==> config.mk <==
export PLATFORM = sky130hd
export DESIGN_NAME = key_event_fifo
export DESIGN_NICKNAME = d
export VERILOG_FILES = /design/src/rtl/keybd_pkg.sv /design/src/rtl/keybuf_fifo.sv /design/src/rtl/key_event_fifo.sv
export SDC_FILE = /design/constraint.sdc
export NUM_CORES = 1
export LEC_CHECK = 0
export BUFFER_PORTS_ARGS = -buffer_cell sky130_fd_sc_hd__buf_4
export CAP_MARGIN = 25
export CORE_MARGIN = 3
export CORE_UTILIZATION = 54
export DETAILED_ROUTE_END_ITERATION = 10
export GPL_ROUTABILITY_DRIVEN = 1
export PLACE_DENSITY = 0.77
export SKIP_LAST_GASP = 1
export SYNTH_ARGS = -nofsm -noshare
export SYNTH_HDL_FRONTEND = slang
export SYNTH_SLANG_ARGS = --single-unit
==> constraint.sdc <==
create_clock -name clk -period 2.8 [get_ports clk]
set_clock_uncertainty 0.1 [all_clocks]
set_input_delay 0.56 -clock clk [delete_from_list [all_inputs] [get_ports clk]]
set_output_delay 0.56 -clock clk [all_outputs]
set_load 0.02 [all_outputs]
==> src/rtl/keybd_pkg.sv <==
// Shared PS/2 keyboard scan-code constants, prefix FSM states and key event type.
// Imported by keybuf_fifo and key_event_fifo.
package keybd_pkg;

  localparam logic [7:0] SC_EXT  = 8'hE0;
  localparam logic [7:0] SC_BRK  = 8'hF0;
  localparam logic [7:0] SC_BAT  = 8'hAA;
  localparam logic [7:0] SC_ACK  = 8'hFA;
  localparam logic [7:0] SC_ECHO = 8'hEE;

  typedef enum logic [1:0] {
    ST_IDLE,
    ST_EXT,
    ST_BRK,
    ST_EXT_BRK
  } kb_state_e;

  typedef struct packed {
    logic       ext;
    logic [7:0] code;
  } key_event_t;

  function automatic logic is_status(input logic [7:0] b);
    return (b == SC_BAT) || (b == SC_ACK) || (b == SC_ECHO);
  endfunction

endpackage

==> src/rtl/keybuf_fifo.sv <==
// Synchronous show-ahead FIFO of key events; head value holds when empty.
// Ports: clk_i, rst_ni, push_i/data_i, pop_i, data_o, valid_o, count_o, full_o.
module keybuf_fifo
  import keybd_pkg::*;
#(
  parameter int DEPTH = 8
) (
  input  logic       clk_i,
  input  logic       rst_ni,
  input  logic       push_i,
  input  key_event_t data_i,
  input  logic       pop_i,
  output key_event_t data_o,
  output logic       valid_o,
  output logic [4:0] count_o,
  output logic       full_o
);

  localparam int AW = (DEPTH > 1) ? $clog2(DEPTH) : 1;
  localparam logic [4:0] DEPTH_C = 5'(DEPTH);

  key_event_t     mem_q [DEPTH];
  key_event_t     hold_q;
  logic [AW-1:0]  rptr_q, wptr_q;
  logic [4:0]     count_q;
  logic           do_pop, do_push;

  assign valid_o = (count_q != 5'd0);
  assign full_o  = (count_q == DEPTH_C);
  assign count_o = count_q;

  // a pop on an empty FIFO is ignored; a full FIFO accepts a push only
  // when the head leaves in the same cycle
  assign do_pop  = pop_i && valid_o;
  assign do_push = push_i && (!full_o || do_pop);

  assign data_o = valid_o ? mem_q[rptr_q] : hold_q;

  always_ff @(posedge clk_i) begin
    if (do_push) mem_q[wptr_q] <= data_i;
  end

  always_ff @(posedge clk_i or negedge rst_ni) begin
    if (!rst_ni) begin
      rptr_q  <= '0;
      wptr_q  <= '0;
      count_q <= '0;
      hold_q  <= '0;
    end else begin
      if (valid_o) hold_q <= mem_q[rptr_q];
      if (do_pop)  rptr_q <= rptr_q + AW'(1);
      if (do_push) wptr_q <= wptr_q + AW'(1);
      unique case ({do_push, do_pop})
        2'b10:   count_q <= count_q + 5'd1;
        2'b01:   count_q <= count_q - 5'd1;
        default: count_q <= count_q;
      endcase
    end
  end

endmodule

==> src/rtl/key_event_fifo.sv <==
// PS/2 scan-code decoder: prefix FSM, typematic repeat filter, event FIFO.
// Ports: clk, rst_n, in_code/in_valid, out_code/out_ext/out_valid/out_ready, count, overflow.
module key_event_fifo
  import keybd_pkg::*;
#(
  parameter int DEPTH           = 8,
  parameter int SUPPRESS_REPEAT = 1
) (
  input  logic       clk,
  input  logic       rst_n,
  input  logic [7:0] in_code,
  input  logic       in_valid,
  output logic [7:0] out_code,
  output logic       out_ext,
  output logic       out_valid,
  input  logic       out_ready,
  output logic [4:0] count,
  output logic       overflow
);

  kb_state_e  state_q, state_d;
  key_event_t held_q;
  logic       held_valid_q;
  logic       overflow_q;

  key_event_t ev;
  key_event_t head;
  logic       make_ev, brk_ev, is_rpt, push, pop, full;

  always_comb begin
    state_d  = state_q;
    make_ev  = 1'b0;
    brk_ev   = 1'b0;
    ev.ext   = (state_q == ST_EXT) || (state_q == ST_EXT_BRK);
    ev.code  = in_code;
    if (in_valid) begin
      unique case (state_q)
        ST_IDLE: begin
          unique case (1'b1)
            (in_code == SC_EXT): state_d = ST_EXT;
            (in_code == SC_BRK): state_d = ST_BRK;
            is_status(in_code):  state_d = ST_IDLE;
            default:             make_ev = 1'b1;
          endcase
        end
        ST_EXT: begin
          unique case (1'b1)
            (in_code == SC_BRK): state_d = ST_EXT_BRK;
            (in_code == SC_EXT): state_d = ST_EXT;
            default: begin
              make_ev = 1'b1;
              state_d = ST_IDLE;
            end
          endcase
        end
        default: begin
          brk_ev  = 1'b1;
          state_d = ST_IDLE;
        end
      endcase
    end
  end

  assign is_rpt = (SUPPRESS_REPEAT != 0) && held_valid_q && (held_q == ev);
  assign push   = make_ev && !is_rpt;
  assign pop    = out_ready && out_valid;

  always_ff @(posedge clk or negedge rst_n) begin
    if (!rst_n) begin
      state_q      <= ST_IDLE;
      held_q       <= '0;
      held_valid_q <= 1'b0;
      overflow_q   <= 1'b0;
    end else begin
      state_q <= state_d;
      if (push) begin
        held_q       <= ev;
        held_valid_q <= 1'b1;
      end else if (brk_ev && held_q == ev) begin
        held_valid_q <= 1'b0;
      end
      if (push && full && !pop) overflow_q <= 1'b1;
    end
  end

  keybuf_fifo #(
    .DEPTH(DEPTH)
  ) u_buf (
    .clk_i   (clk),
    .rst_ni  (rst_n),
    .push_i  (push),
    .data_i  (ev),
    .pop_i   (out_ready),
    .data_o  (head),
    .valid_o (out_valid),
    .count_o (count),
    .full_o  (full)
  );

  assign out_code = head.code;
  assign out_ext  = head.ext;
  assign overflow = overflow_q;

endmodule
==> run_results.csv <==
group,metric,value,unit
cts,clk_path_buf_depth,2,
sta,finalHoldViolCount,0,
layout,final_layout_size_suffix_gt1_frac,0.373,
floorplan,die_w,96.0,um
route,drt_iter0_markers,138,
sta,final_min_period_over_clock_period,0.970,
logic_synthesis,synthDominantAreaCellType,"edfxtp_1",
layout,layout.cells.most_common,"edfxtp_1",
logic_synthesis,synth_seq_cells,105,
cts,path_clk_slew,90,ps
worst_setup_path,type_of_the_setup_path_with_the_least_slack,"flop to output pin",
floorplan,core,7810,sq um
pwr,pwr_density_cell,950,nW/um^2
global_route,grt_start_max_net_pins,34,
logic_synthesis,synth_ff_type,"edfxtp_1",
sta,max_clock_freq,368,MHz
placement,buffer_ports.inserted,27,
layout,finalNetCount,351,
outcome,status,"finished, final reports clean",
floorplan,initial_core_util,0.560,
pwr,leakagePower,2.00,nW
global_route,grt_pass1_vias,2410,
worst_setup_path,critical_path.reg2reg.startpoint,"u_buf.count_o[4]",
sta,worst-slew-pin-transition,645,ps
sta,finalSetupViolations,0,
global_route,grt.overflow.total,0,
global_route,grt_pass1_wl,12.2,mm
sta,rsz0062_at_grt,"false",
floorplan,fp.dieArea,9210,sq um
route,route.detailed.drc,0,
sta,slew_limit_fails,0,
logic_synthesis,synthesis.area_per_instance,16.8,sq um
layout,final.fill_count,543,
logic_synthesis,synthesis.nets,278,
route,detail_route.first_pass.iterations,5,
layout,flow.area_growth_from_synthesis,19.8,%
worst_setup_path,cp.arrival,2060,ps
logic_synthesis,post_synth_edffs,72,
logic_synthesis,synth-seq-area-share,0.683,
logic_synthesis,synth_top_area_frac,0.495,
global_route,grt_usage,0.185,
cts,tritoncts,"built",
logic_synthesis,synth.cell_area,4370,sq um
pwr,fin_total_pwr,4.98,mW
cts,clkLatencyLatePin,360,ps
worst_setup_path,cp_data_required_time,2140,ps
floorplan,std_cell_rows,32,
pwr,peak_supply_drop,0.518,mV
cts,clockRootBuffer,"clkbuf_8",
route,antenna_nets_post_route,0,
route,routed_via_density,5.43,
floorplan,design.portCount,28,
worst_setup_path,worstSetupStartpoint,"u_buf.count_o[4]",
global_route,grt_antenna_before_repair,0,
logic_synthesis,ys_top_cells_by_area,"edfxtp_1 (49%), dfrtp_1 (19%), mux4_2 (9.3%), xnor2_1 (3.0%), mux2i_1 (2.3%)",
worst_setup_path,setup.worst_path.end_class,"output pin",
worst_hold_path,hp-class,"input port to asynchronous set/reset pin",
logic_synthesis,yosys_warning_total,0,
sta,layout_setup_ws,83.2,ps
worst_setup_path,cp_max_fanout,18,
flow_run,drv.max_cap_violation_count,0,
route,detail_route.wl_per_cell,17.6,um
logic_synthesis,netlist-cell-type-count,45,
worst_setup_path,worstSetupStartpointType,"flop",
layout,num_antenna_cells,0,
logic_synthesis,synth_cells,260,
placement,place_congestion,0.823,
floorplan,die_height,96.0,um
sta,period_minus_slack,2720,ps
sta,maxSlewHeadroom,0.570,
route,drt_wl_total,7.74,mm
logic_synthesis,synth-async-reset-ratio,0.314,
cts,cts_sinks,105,
layout,layout_common_cells,"edfxtp_1 (72), buf_4 (70), dfrtp_1 (33), nand2_1 (23), mux4_2 (18)",
layout,finish.utilization,0.671,
placement,pre_cts_slack,-156,ps
cts,cts_htree_levels,3,
cts,clock_buffers_created_by_tritoncts,9,
route,vias,2389,
placement,detailedPlacementHpwl,5.64,mm
worst_setup_path,number_of_cells_traversed_by_the_worst_register_to_register_path,9,
## flip-flops by register name, indices dropped and copies added (netlist names), 2 cells and up
register       cells
state_q            2
u_buf.mem_q       72
u_buf.wptr_q       3
u_buf.hold_q       9
held_q             9
u_buf.count_o      5
u_buf.rptr_q       3
## power by group
group	total [mW]	internal, mW	switching, mW
Combinational	1.84	0.947	0.888
Clock	0.910	0.436	0.473
Sequential	2.23	1.99	0.242
## timing repair
item,CTS,global route
setup buffers,0,0
endpoints found under the hold margin,0,0
endpoints found under the setup margin,0,9
resized for setup,0,2
hold buffers,0,0
## synth_stat cells (3+ instances only)
cell type / n
edfxtp_1: 72
a21oi_1: 3
mux2i_1: 10
dfrtp_1: 33
nor3b_1: 3
o21ai_0: 10
mux2_2: 8
nor2_1: 3
mux4_2: 18
buf_1: 3
clkbuf_1: 4
nand2_1: 23
inv_1: 7
a21o_1: 3
ha_1: 5
nand4_1: 3
xnor2_1: 15
nor3_1: 4
## kinds of logic (layout without fill, tap and decap cells)
logic type	Yosys count	after routing	synth area share
fa+ha+maj	6	6	0.0189
xor+xnor	17	17	0.0341
compound gates	25	25	0.0395
simple gates	51	51	0.0633
buf+inv	18	96	0.0177
mux	38	38	0.143
flops	105	105	0.683
## final timing paths
path,endpoint,slack (ps)
max,out_code[1],80
min,u_buf.hold_q[0],30
max reg2reg,u_buf.count_o[4],160
min reg2reg,overflow,370
max in group asynchronous,held_q[5],2240
min in group clk,state_q[0],310
## per-stage QoR
stage                     cells  hold slack [ps]  setup TNS [ps]  instance area [sq um]
after floorplan             260              164               0                   4400
after global placement      424              352            -196                   5030
after detailed placement    424              348            -811                   5030
after CTS                   440             44.7               0                   5230
after global routing        440             49.3               0                   5240
final                       440             31.8               0                   5240
## cell type report
| type | instances | area (sq um) | area share |
|---|---|---|---|
| sequential | 105 | 2990 | 0.571 |
| multi-input combinational | 137 | 1340 | 0.255 |
| timing repair buffer | 72 | 557 | 0.106 |
| clock buffer | 11 | 141 | 0.0270 |
| tap | 102 | 128 | 0.0244 |
| clock inverter | 5 | 56.3 | 0.0108 |
| inverter | 8 | 30.0 | 0.00573 |
## worst max-delay path, stage by stage, from the launching register on
cell     delay, ps
dfrtp_1        430
or4_4          580
nor2_4         120
buf_6          170
nand2_1         70
o21ai_0        120
buf_4          200
## layer usage
layer / global-route usage / vias to the layer above / part of all wire
met4: 0.0818 / 0 / 0.018
met1: 0.230 / 1190 / 0.43
met2: 0.320 / 43 / 0.53
met3: 0.0305 / 11 / 0.025
met5: 0 / - / 0
li1: - / 1145 / -
Power figures use the tool's default switching activity.
